$ cat config.mk
export PLATFORM = sky130hd
export DESIGN_NAME = sa_skew_feeder
export DESIGN_NICKNAME = d
export VERILOG_FILES = /design/src/rtl/sa_pkg.sv /design/src/rtl/sa_feed_fifo.sv /design/src/rtl/sa_skew_feeder.sv
export SDC_FILE = /design/constraint.sdc
export NUM_CORES = 1
export LEC_CHECK = 0
export CORE_AREA = 2 2 248 250
export DETAILED_ROUTE_END_ITERATION = 10
export DIE_AREA = 0 0 250 252
export PLACE_DENSITY = 0.64
export SYNTH_ARGS = -nofsm -noshare
export SYNTH_HDL_FRONTEND = slang
export SYNTH_HIERARCHICAL = 1
export SYNTH_SLANG_ARGS = --single-unit
$ cat constraint.sdc
create_clock -name clk -period 8.85 [get_ports clk]
set_input_delay 1.77 -clock clk [delete_from_list [all_inputs] [get_ports clk]]
set_output_delay 1.77 -clock clk [all_outputs]
set_load 0.005 [all_outputs]
$ cat src/rtl/sa_pkg.sv
`default_nettype none
// ============================================================================
// Package     : sa_pkg
// Description : Shared definitions for the systolic-array ifmap feeder:
//               default geometry, feeder FSM state encoding and the ifmap
//               element type alias.
// Revision    : 1.0 - initial release
// ============================================================================
package sa_pkg;

    localparam int DW_DEF   = 16;
    localparam int ROWS_DEF = 4;

    // Feeder FSM state encoding
    localparam int              c_st_w      = 2;
    localparam logic [c_st_w-1:0] c_st_idle   = 2'd0;
    localparam logic [c_st_w-1:0] c_st_stream = 2'd1;
    localparam logic [c_st_w-1:0] c_st_drain  = 2'd2;

    typedef logic [DW_DEF-1:0] ifmap_elem_t;

endpackage : sa_pkg
`default_nettype wire

$ cat src/rtl/sa_feed_fifo.sv
`default_nettype none
// ============================================================================
// Module      : sa_feed_fifo
// Description : Single-clock synchronous FIFO holding {last, vector} words for
//               the skew feeder. Full/empty/count come from a registered count.
//               Caller guarantees no push when full and no pop when empty.
// Ports       : clk, reset      - clock, synchronous active-high reset
//               i_push, i_wdata - write strobe and word
//               i_pop, o_rdata  - read strobe and head-of-queue word
//               o_full, o_empty, o_count - occupancy status
// Revision    : 1.0 - initial release
// ============================================================================
module sa_feed_fifo #(
    parameter int WIDTH = 65,
    parameter int DEPTH = 8
) (
    input  logic                       clk,
    input  logic                       reset,
    input  logic                       i_push,
    input  logic [WIDTH-1:0]           i_wdata,
    input  logic                       i_pop,
    output logic [WIDTH-1:0]           o_rdata,
    output logic                       o_full,
    output logic                       o_empty,
    output logic [$clog2(DEPTH):0]     o_count
);

    localparam int c_aw = $clog2(DEPTH);

    logic [WIDTH-1:0] r_mem [DEPTH];
    logic [c_aw-1:0]  r_wr_ptr;
    logic [c_aw-1:0]  r_rd_ptr;
    logic [c_aw:0]    r_count;

    // Storage has no reset: only entries covered by the count are ever read.
    always_ff @(posedge clk) begin
        if (i_push) begin
            r_mem[r_wr_ptr] <= i_wdata;
        end
    end

    // Pointers are exactly log2(DEPTH) wide so they wrap modulo DEPTH.
    always_ff @(posedge clk) begin
        if (reset) begin
            r_wr_ptr <= '0;
            r_rd_ptr <= '0;
            r_count  <= '0;
        end else begin
            if (i_push) begin
                r_wr_ptr <= r_wr_ptr + 1'b1;
            end
            if (i_pop) begin
                r_rd_ptr <= r_rd_ptr + 1'b1;
            end
            case ({i_push, i_pop})
                2'b10:   r_count <= r_count + 1'b1;
                2'b01:   r_count <= r_count - 1'b1;
                default: r_count <= r_count;
            endcase
        end
    end

    assign o_rdata = r_mem[r_rd_ptr];
    assign o_full  = (r_count == (c_aw+1)'(DEPTH));
    assign o_empty = (r_count == '0);
    assign o_count = r_count;

endmodule : sa_feed_fifo
`default_nettype wire

$ cat src/rtl/sa_skew_feeder.sv
`default_nettype none
// ============================================================================
// Module      : sa_skew_feeder
// Description : Ifmap edge feeder for the systolic array. Buffers ROWS-wide
//               vectors in a FIFO, emits them diagonally skewed (row r delayed
//               r cycles), separates tiles with drain gaps and pulses tile_done
//               when a tile's last operand reaches the bottom row.
// Ports       : clk, reset         - clock, synchronous active-high reset
//               s_valid/s_ready    - upstream vector handshake
//               s_data, s_last     - vector (lane r = s_data[r*DW +: DW]), tile end
//               array_en           - array advance enable (low freezes feeder)
//               ifmap_o/ifmap_vld_o- skewed per-row data and valid
//               tile_done          - last operand of a tile at row ROWS-1
//               busy               - FSM active or FIFO non-empty
// Revision    : 1.0 - initial release
// ============================================================================
module sa_skew_feeder
    import sa_pkg::*;
#(
    parameter int ROWS  = ROWS_DEF,
    parameter int DW    = DW_DEF,
    parameter int DEPTH = 8
) (
    input  logic               clk,
    input  logic               reset,
    input  logic               s_valid,
    output logic               s_ready,
    input  logic [ROWS*DW-1:0] s_data,
    input  logic               s_last,
    input  logic               array_en,
    output logic [ROWS*DW-1:0] ifmap_o,
    output logic [ROWS-1:0]    ifmap_vld_o,
    output logic               tile_done,
    output logic               busy
);

    localparam int c_fw = ROWS*DW + 1;
    localparam int c_cw = (ROWS > 2) ? $clog2(ROWS) : 1;

    logic [c_fw-1:0]          w_rdata;
    logic                     w_full;
    logic                     w_empty;
    logic [$clog2(DEPTH):0]   w_count;
    logic                     w_push;
    logic                     w_pop;
    logic                     w_pop_last;

    logic [c_st_w-1:0]        r_state;
    logic [c_st_w-1:0]        w_state_nxt;
    logic [c_cw-1:0]          r_cnt;
    logic [c_cw-1:0]          w_cnt_nxt;

    logic                     w_in_vld;
    logic [ROWS*DW-1:0]       w_in_data;
    logic                     w_in_last;
    logic [ROWS-1:0]          r_last;

    // ------------------------------------------------------------------
    // Input buffer
    // ------------------------------------------------------------------
    assign s_ready = !w_full && !reset;
    assign w_push  = s_valid && s_ready;

    sa_feed_fifo #(
        .WIDTH (c_fw),
        .DEPTH (DEPTH)
    ) u_fifo (
        .clk     (clk),
        .reset   (reset),
        .i_push  (w_push),
        .i_wdata ({s_last, s_data}),
        .i_pop   (w_pop),
        .o_rdata (w_rdata),
        .o_full  (w_full),
        .o_empty (w_empty),
        .o_count (w_count)
    );

    assign w_pop      = array_en && !w_empty &&
                        ((r_state == c_st_idle) || (r_state == c_st_stream));
    assign w_pop_last = w_rdata[ROWS*DW];

    // ------------------------------------------------------------------
    // Feeder FSM
    // ------------------------------------------------------------------
    always_ff @(posedge clk) begin
        if (reset) begin
            r_state <= c_st_idle;
            r_cnt   <= '0;
        end else begin
            r_state <= w_state_nxt;
            r_cnt   <= w_cnt_nxt;
        end
    end

    // The drain lasts ROWS-1 enabled cycles: the counter leaves DRAIN on the
    // step that takes it to zero, so the next pop lands exactly ROWS cycles
    // after a tile's last pop and tiles never share a diagonal column.
    always_comb begin
        w_state_nxt = r_state;
        w_cnt_nxt   = r_cnt;
        case (r_state)
            c_st_idle, c_st_stream: begin
                if (w_pop) begin
                    if (w_pop_last) begin
                        w_state_nxt = c_st_drain;
                        w_cnt_nxt   = c_cw'(ROWS-1);
                    end else begin
                        w_state_nxt = c_st_stream;
                    end
                end
            end
            c_st_drain: begin
                if (array_en) begin
                    if (r_cnt <= c_cw'(1)) begin
                        w_state_nxt = c_st_idle;
                        w_cnt_nxt   = '0;
                    end else begin
                        w_cnt_nxt   = r_cnt - 1'b1;
                    end
                end
            end
            default: begin
                w_state_nxt = c_st_idle;
                w_cnt_nxt   = '0;
            end
        endcase
    end

    // ------------------------------------------------------------------
    // Skew lines: row r has r+1 stages; a non-popping enabled cycle shifts
    // in a zero bubble so invalid stages always carry zero data.
    // ------------------------------------------------------------------
    assign w_in_vld  = w_pop;
    assign w_in_data = w_pop ? w_rdata[ROWS*DW-1:0] : '0;
    assign w_in_last = w_pop && w_pop_last;

    for (genvar r = 0; r < ROWS; r++) begin : g_row
        logic [DW-1:0] r_dat [0:r];
        logic [r:0]    r_vld;

        always_ff @(posedge clk) begin
            if (reset) begin
                for (int k = 0; k <= r; k++) begin
                    r_dat[k] <= '0;
                end
                r_vld <= '0;
            end else if (array_en) begin
                r_dat[0] <= w_in_data[r*DW +: DW];
                r_vld[0] <= w_in_vld;
                for (int k = 1; k <= r; k++) begin
                    r_dat[k] <= r_dat[k-1];
                    r_vld[k] <= r_vld[k-1];
                end
            end
        end

        assign ifmap_o[r*DW +: DW] = r_dat[r];
        assign ifmap_vld_o[r]      = r_vld[r];
    end

    // The last flag rides alongside the bottom row only.
    always_ff @(posedge clk) begin
        if (reset) begin
            r_last <= '0;
        end else if (array_en) begin
            r_last <= {r_last[ROWS-2:0], w_in_last};
        end
    end

    // Gating with array_en gives one pulse even if the last operand sits at
    // the bottom row across a freeze: it is masked while frozen and shifts
    // out on the first enabled edge.
    assign tile_done = r_last[ROWS-1] && ifmap_vld_o[ROWS-1] && array_en && !reset;
    assign busy      = (r_state != c_st_idle) || (w_count != '0);

endmodule : sa_skew_feeder
`default_nettype wire

# --- Word level (Yosys, flattened, before mapping) ---
# Memories as Yosys holds them, arrays and structs flattened. A register that Yosys moved wholly into a read port is not among the register bits.
# Index checks and enable logic that the tools add are counted.
word_totals:
  ff_bits: 28
  input_bits: 69
  ram_bits: 680
  wordCells: 93
  mem_count: 5
classes:
  magnitude_cmp: 1
  n_eq_ne: 9
  reduce_logical: 22
  n_mux: 32
  n_addsub: 5
  bitwise: 9
mem_list:
  columns: ["name", "words", "word_bits", "read_ports", "rd_ports_with_merged_regs", "write_ports", "line_no", "text"]
  rows:
  - ["u_fifo.r_mem", 8, 65, 1, 1, 1, "sa_feed_fifo.sv:30", "logic [WIDTH-1:0] r_mem [DEPTH];"]
  - ["g_row[3].r_dat", 4, 16, 4, 0, 4, "sa_skew_feeder.sv:139", "logic [DW-1:0] r_dat [0:r];"]
  - ["g_row[2].r_dat", 3, 16, 3, 0, 3, "sa_skew_feeder.sv:139", null]
  - ["g_row[1].r_dat", 2, 16, 2, 0, 2, "sa_skew_feeder.sv:139", null]
  - ["g_row[0].r_dat", 1, 16, 1, 0, 1, "sa_skew_feeder.sv:139", null]
op_table:
  columns: ["cell", "count"]
  rows:
  - ["two-way mux 16 bit", 10]
  - ["two-way mux 64 bit", 1]
  - ["two-way mux 2 bit", 8]
  - ["OR reduction 16 bit", 1]
  - ["OR 1 bit", 9]
  - ["logical AND 1 bit", 8]
  - ["two-way mux 1 bit", 8]
  - ["one-hot mux 2 bit (2 select lines)", 2]
  - ["one-hot mux 4 bit (2 select lines)", 1]
  - ["adder 3 x 1 -> 3 bit, second input constant", 2]
  - ["two-way mux 3 bit", 2]
  - ["AND reduction 3 bit", 2]
  - ["adder 4 x 1 -> 4 bit, second input constant", 1]
  - ["== test 2 x 1 -> 1 bit, second input constant", 2]
  - ["== test 2 bit, second input constant", 2]
  - ["== test 4 bit, second input constant", 1]
  - ["logical NOT 4 bit", 1]
  - ["inequality test 2 x 1 -> 1 bit, second input constant", 2]
  - ["inequality test 2 bit, second input constant", 2]
  - ["nonzero test 2 bit", 2]
  - ["nonzero test 4 bit", 1]
  - ["subtractor 4 x 1 -> 4 bit, second input constant", 1]
  - ["logical NOT 1 bit", 3]
  - ["less-or-equal comparator 2 x 1 -> 1 bit, second input constant", 1]
  - ["4 further kinds", 5]

# --- Longest topological paths before layout ---
logic_depth:
  depth_word: 6
  depth_mapped: 12
  ltp_nobuf: 11

# --- Modules after synthesis ---
# Netlist, hierarchy kept.
modules_own_cells:
  columns: ["module", "instances", "seq_area_each_um2", "area_per_inst_um2", "cells_per_inst"]
  rows:
  - ["sa_feed_fifo", 1, 15875.2, 20130.6, 822]
  - ["sa_skew_feeder", 1, 5044.8, 6691.4, 427]

# --- Worst setup path after synthesis ---
# OpenSTA, ideal clock, no wires.
synth_path:
  path_type: "input-to-reg"
  from: "input port reset"
  to: "memory u_fifo.r_mem[0][0] (enable)"
  setup_time_ns: 0.568
  required_ns: 8.282
  slack_ns: 1.576
  t_arrival_ns: 6.706
  path_stages: 4
  cell_sequence: "nor2_1 and2_1 nand2b_1 nor3_1"
synth_via:
  elab_chain_cells: 5
synth_lines:
  columns: ["item", "line_no", "text"]
  rows:
  - ["start: declaration", "sa_skew_feeder.sv:25", "input logic reset,"]
  - ["logical NOT 1 bit", "sa_skew_feeder.sv:61", "assign s_ready = !w_full && !reset;"]
  - ["logical AND 1 bit", "sa_skew_feeder.sv:61", null]
  - ["logical AND 1 bit", "sa_skew_feeder.sv:62", "assign w_push = s_valid && s_ready;"]
  - ["via w_push", "sa_skew_feeder.sv:44", "logic w_push;"]
  - ["two-way mux 1 bit", "sa_feed_fifo.sv:37", "if (i_push) begin"]
  - ["two-way mux 1 bit (not written as such)", "sa_feed_fifo.sv:38", "r_mem[r_wr_ptr] <= i_wdata;"]
  - ["end: declaration", "sa_feed_fifo.sv:30", null]
# The timed path passes the listed nets, and every way through them passes these cells.

# --- Final worst setup path ---
layout_path:
  from: "input port array_en"
  to: "output port tile_done"
layout_via:
  elab_chain_cells: 2
layout_lines:
  columns: ["item", "line_no", "text"]
  rows:
  - ["start: declaration", "sa_skew_feeder.sv:30", "input logic array_en,"]
  - ["logical AND 1 bit (2 in series)", "sa_skew_feeder.sv:174", "assign tile_done = r_last[ROWS-1] && ifmap_vld_o[ROWS-1] && array_en && !reset;"]
  - ["end: declaration", "sa_skew_feeder.sv:33", "output logic tile_done,"]
# Every way passes these cells.

==> metrics.md <==
| Metric | Value |
|---|---|
| Share of the synthesized area in the top cell type | `76.1%` |
| Max-cap viol count | `0` |
| Skew final | `around 0.017 ns` |
| Clock buffer depth | `3` |
| TritonRoute pass-1 iters | `5` |
| CP required | `~7 ns` |
| Cell repeated most along the worst path | `clkdlybuf4s50_1` |
| DP HPWL | `between 20,000 and 30,000 um` |
| Overflow after GRT | `0` |
| Top FF cell, synth | `edfxtp_1` |
| Post-synth cell types | `38` |
| Post-DRT Antenna Nets | `0` |
| Worst Setup Slack, final | `2.76 ns` |
| Max Fclk | `164 MHz` |
| Status | `complete, no violations` |
| Syn_area_per_cell | `around 21 um2` |
| Number of global-route vias before repair | `12,300` |
| Crit path launch type | `input port` |
| TNS Setup | `0 ns` |
| Core area | `about 60,000 um2` |
| CP Cell Sequence | `clkdlybuf4s50_1 -> and2b_4 -> and3_1 -> clkdlybuf4s50_1` |
| Slew headroom | `between 20% and 30%` |
| Clock Pin Slew Worst Setup and Hold Paths | `approximately 0.06 ns` |
| Die Wd | `around 250 um` |
| Resized cells post-CTS | `0` |
| Post-route minimum period | `6.09 ns` |
| First-pass GRT wire length | `75,500 um` |
| P&R area growth vs syn | `16.0%` |
| EDFF count, synth | `680` |
| Clock tree from TritonCTS | `done` |
| Initial Util | `between 40 and 50%` |
| Reg power frac | `between 40% and 50%` |
| Antenna cell count | `0` |
| Largest cells by area after synthesis | `edfxtp_1 76%, mux4_2 11%, and2_1 3.8%, mux2_2 2.8%, dfxtp_1 1.9%` |
| CP Capture Type | `primary output` |
| Hold Violations, Final | `0` |
| Final period util | `around 70%` |
| Worst path max stage delay | `around 0.9 ns` |
| Vias per cell | `between 5 and 6` |
| Top-count cell post-synth | `edfxtp_1` |
| Crit Path Max Fanout | `97` |
| Share of cells above drive strength 1 | `22.5%` |
| Hold Buf Count CTS | `0` |
| Power per cell area | `roughly 260 nW/um2` |
| Net Sw Frac | `roughly 22%` |
| Int Pwr | `around 6.2 mW` |
| Min-delay worst type | `reg2reg` |
| Top Ports | `140` |
| Root buf cell | `clkbuf_16` |
| Final net count | `1,460` |
| Seq cells post-synth | `approximately 710` |
| DR WL met2 | `between 20,000 and 25,000 um` |
| IR drop worst, VDD | `~0.15 mV` |
| Unrepaired setup endpoints after global routing | `false` |
| Final wirelength | `slightly below 50,000 um` |
| DR iter-0 viols | `909` |
| Sequential share of the synthesized area | `between 70 and 80%` |
| Port bufs | `~140` |
| Placed Instances | `between 2,000 and 2,500` |
| FFs w/ async S/R, synth | `0%` |
| Sw Pwr | `between 1.5 and 2 mW` |
| Leakage power | `10.1 nW` |
| Mapped Nets | `1,323` |
| Antenna violations before repair | `4` |
| Slew Limit Fails | `0` |
| # DRC | `0` |
| Met3 Wirelength | `between 2000 and 2500 um` |
| Final Util | `between 50% and 60%` |
| Worst-margin pin slew | `approximately 1.2 ns` |
| Clock sinks | `705` |
| Clock Power Share | `between 30% and 40%` |
| Floorplan row count | `90` |
| Crit Path Category | `in2out` |
| Worst slack, placed | `2.64 ns` |
| Chip height | `252 um` |
| Area after DPL | `between 20,000 and 30,000 um2` |
| Fin cells | `between 2,000 and 2,500` |
| Max H-tree Level | `3` |
| Flop-to-flop setup slack | `around 5.4 ns` |
| Die area | `roughly 63,000 um2` |
| Routability cong. | `~0.72` |
| Critical Path Slowest Stage Cell | `and2b_4` |
| Post-Synthesis Cells | `about 1,200` |
| Post-CTS Setup Bufs | `0` |
| Top routing layer in use | `met5` |
| All-layer global routing usage | `between 10% and 20%` |
| Worst-Skew Late Latency | `roughly 0.6 ns` |
| Crit path arrival time | `~4.3 ns` |
| Routed vias | `roughly 12,000` |
| Final Cell Area | `~31,000 um2` |
| Routed wire length per instance | `22.1 um` |
| Area leader, netlist | `edfxtp_1` |
| M1 wire length | `21,300 um` |
| Largest net degree at the start of global routing | `a little under 100` |
| Most frequent cells after synthesis | `680 x edfxtp_1, 161 x and2_1, 130 x mux4_2` |
| Post-synthesis cell area | `between 20,000 and 30,000 um2` |
| Yosys warns | `6` |
| TritonCTS buffer count | `73` |
| Setup Viol. Count Final | `0` |
| Combinational power share | `roughly 13%` |
## through the flow
| stage | hold WS [ns] | power, mW |
|---|---|---|
| global route | 0.504 | 8.34 |
| detailed placement | 0.479 | 5.14 |
| global placement | 0.466 | 5.13 |
| finish | 0.489 | 8.01 |
| CTS | 0.492 | 8.12 |
| floorplan | 0.449 | 4.87 |
## power by group through the flow
stage	combinational (mW)	sequential [mW]	clock, mW
after floorplan	0.899	3.97	0
after global placement	1.08	4.05	0
after detailed placement	1.09	4.05	0
after CTS	1.10	3.98	3.04
after global routing	1.17	4.00	3.17
final	1.07	3.98	2.96
## kinds of logic after synthesis
kind of cell / Yosys count / share of synthesized area, %
buf+inv: 96 / 2.32
mux: 206 / 14.1
simple gates: 217 / 4.80
xor+xnor: 7 / 0.229
compound gates: 13 / 0.359
flops: 705 / 78.0
fa+ha+maj: 5 / 0.233
## cell usage in the layout (no fill, tap or decap), drive strengths merged, types with 2 or more instances in the layout
master and instances:
a21o 2, a21oi 2, a32oi 2, and2 161
and2b 2, buf 15, bufinv 6, clkbuf 87
clkdlybuf4s50 139, clkinv 34, clkinvlp 2, dfxtp 25
edfxtp 680, ha 5, inv 9, mux2 67
mux2i 9, mux4 130, nand2 7, nand2b 5
nor2 28, nor2b 3, nor3 3, nor4 2
nor4b 2, o21ai 2, xnor2 2, xor2 5
## per-layer routing
metal | vias up | global-route usage [%]
li1 | 5223 | -
met1 | 6262 | 21.3
met2 | 247 | 26.8
met3 | 75 | 3.37
met4 | 8 | 4.69
met5 | - | 0
## registers in the layout, summed over array words and instances, names as in the netlist, named ones only
register         flops
r_last               4
g_row.r_vld          4
u_fifo/o_count       4
u_fifo/r_mem       520
r_state              2
u_fifo/r_wr_ptr      3
g_row.r_dat        160
r_cnt                2
u_fifo/r_rd_ptr      3
## final timing paths
| kind | from | endpoint | cells after the start |
|---|---|---|---|
| setup / recovery | array_en | tile_done | 4 |
| hold / removal | r_last[0] | r_last[0] | 1 |
| setup reg to reg | u_fifo/o_count[1] | u_fifo/r_mem[4][11] | 6 |
| hold reg to reg | r_last[0] | r_last[0] | 1 |
## critical path: cells and delay by family
| family | cells | cell delay (ns) |
|---|---|---|
| buffers and inverters | 2 | 1.35 |
| and+or+nand+nor | 2 | 1.18 |
## cell type report
class,instances,area (um2)
fillers,4718,29000
flip-flops and latches,705,20900
multi-input cells,448,5340
clock buffers,87,1930
repair buffers,154,1520
well taps,782,978
clock inverters,47,402
inverters,4,22.5
Power figures use the tool's default switching activity.
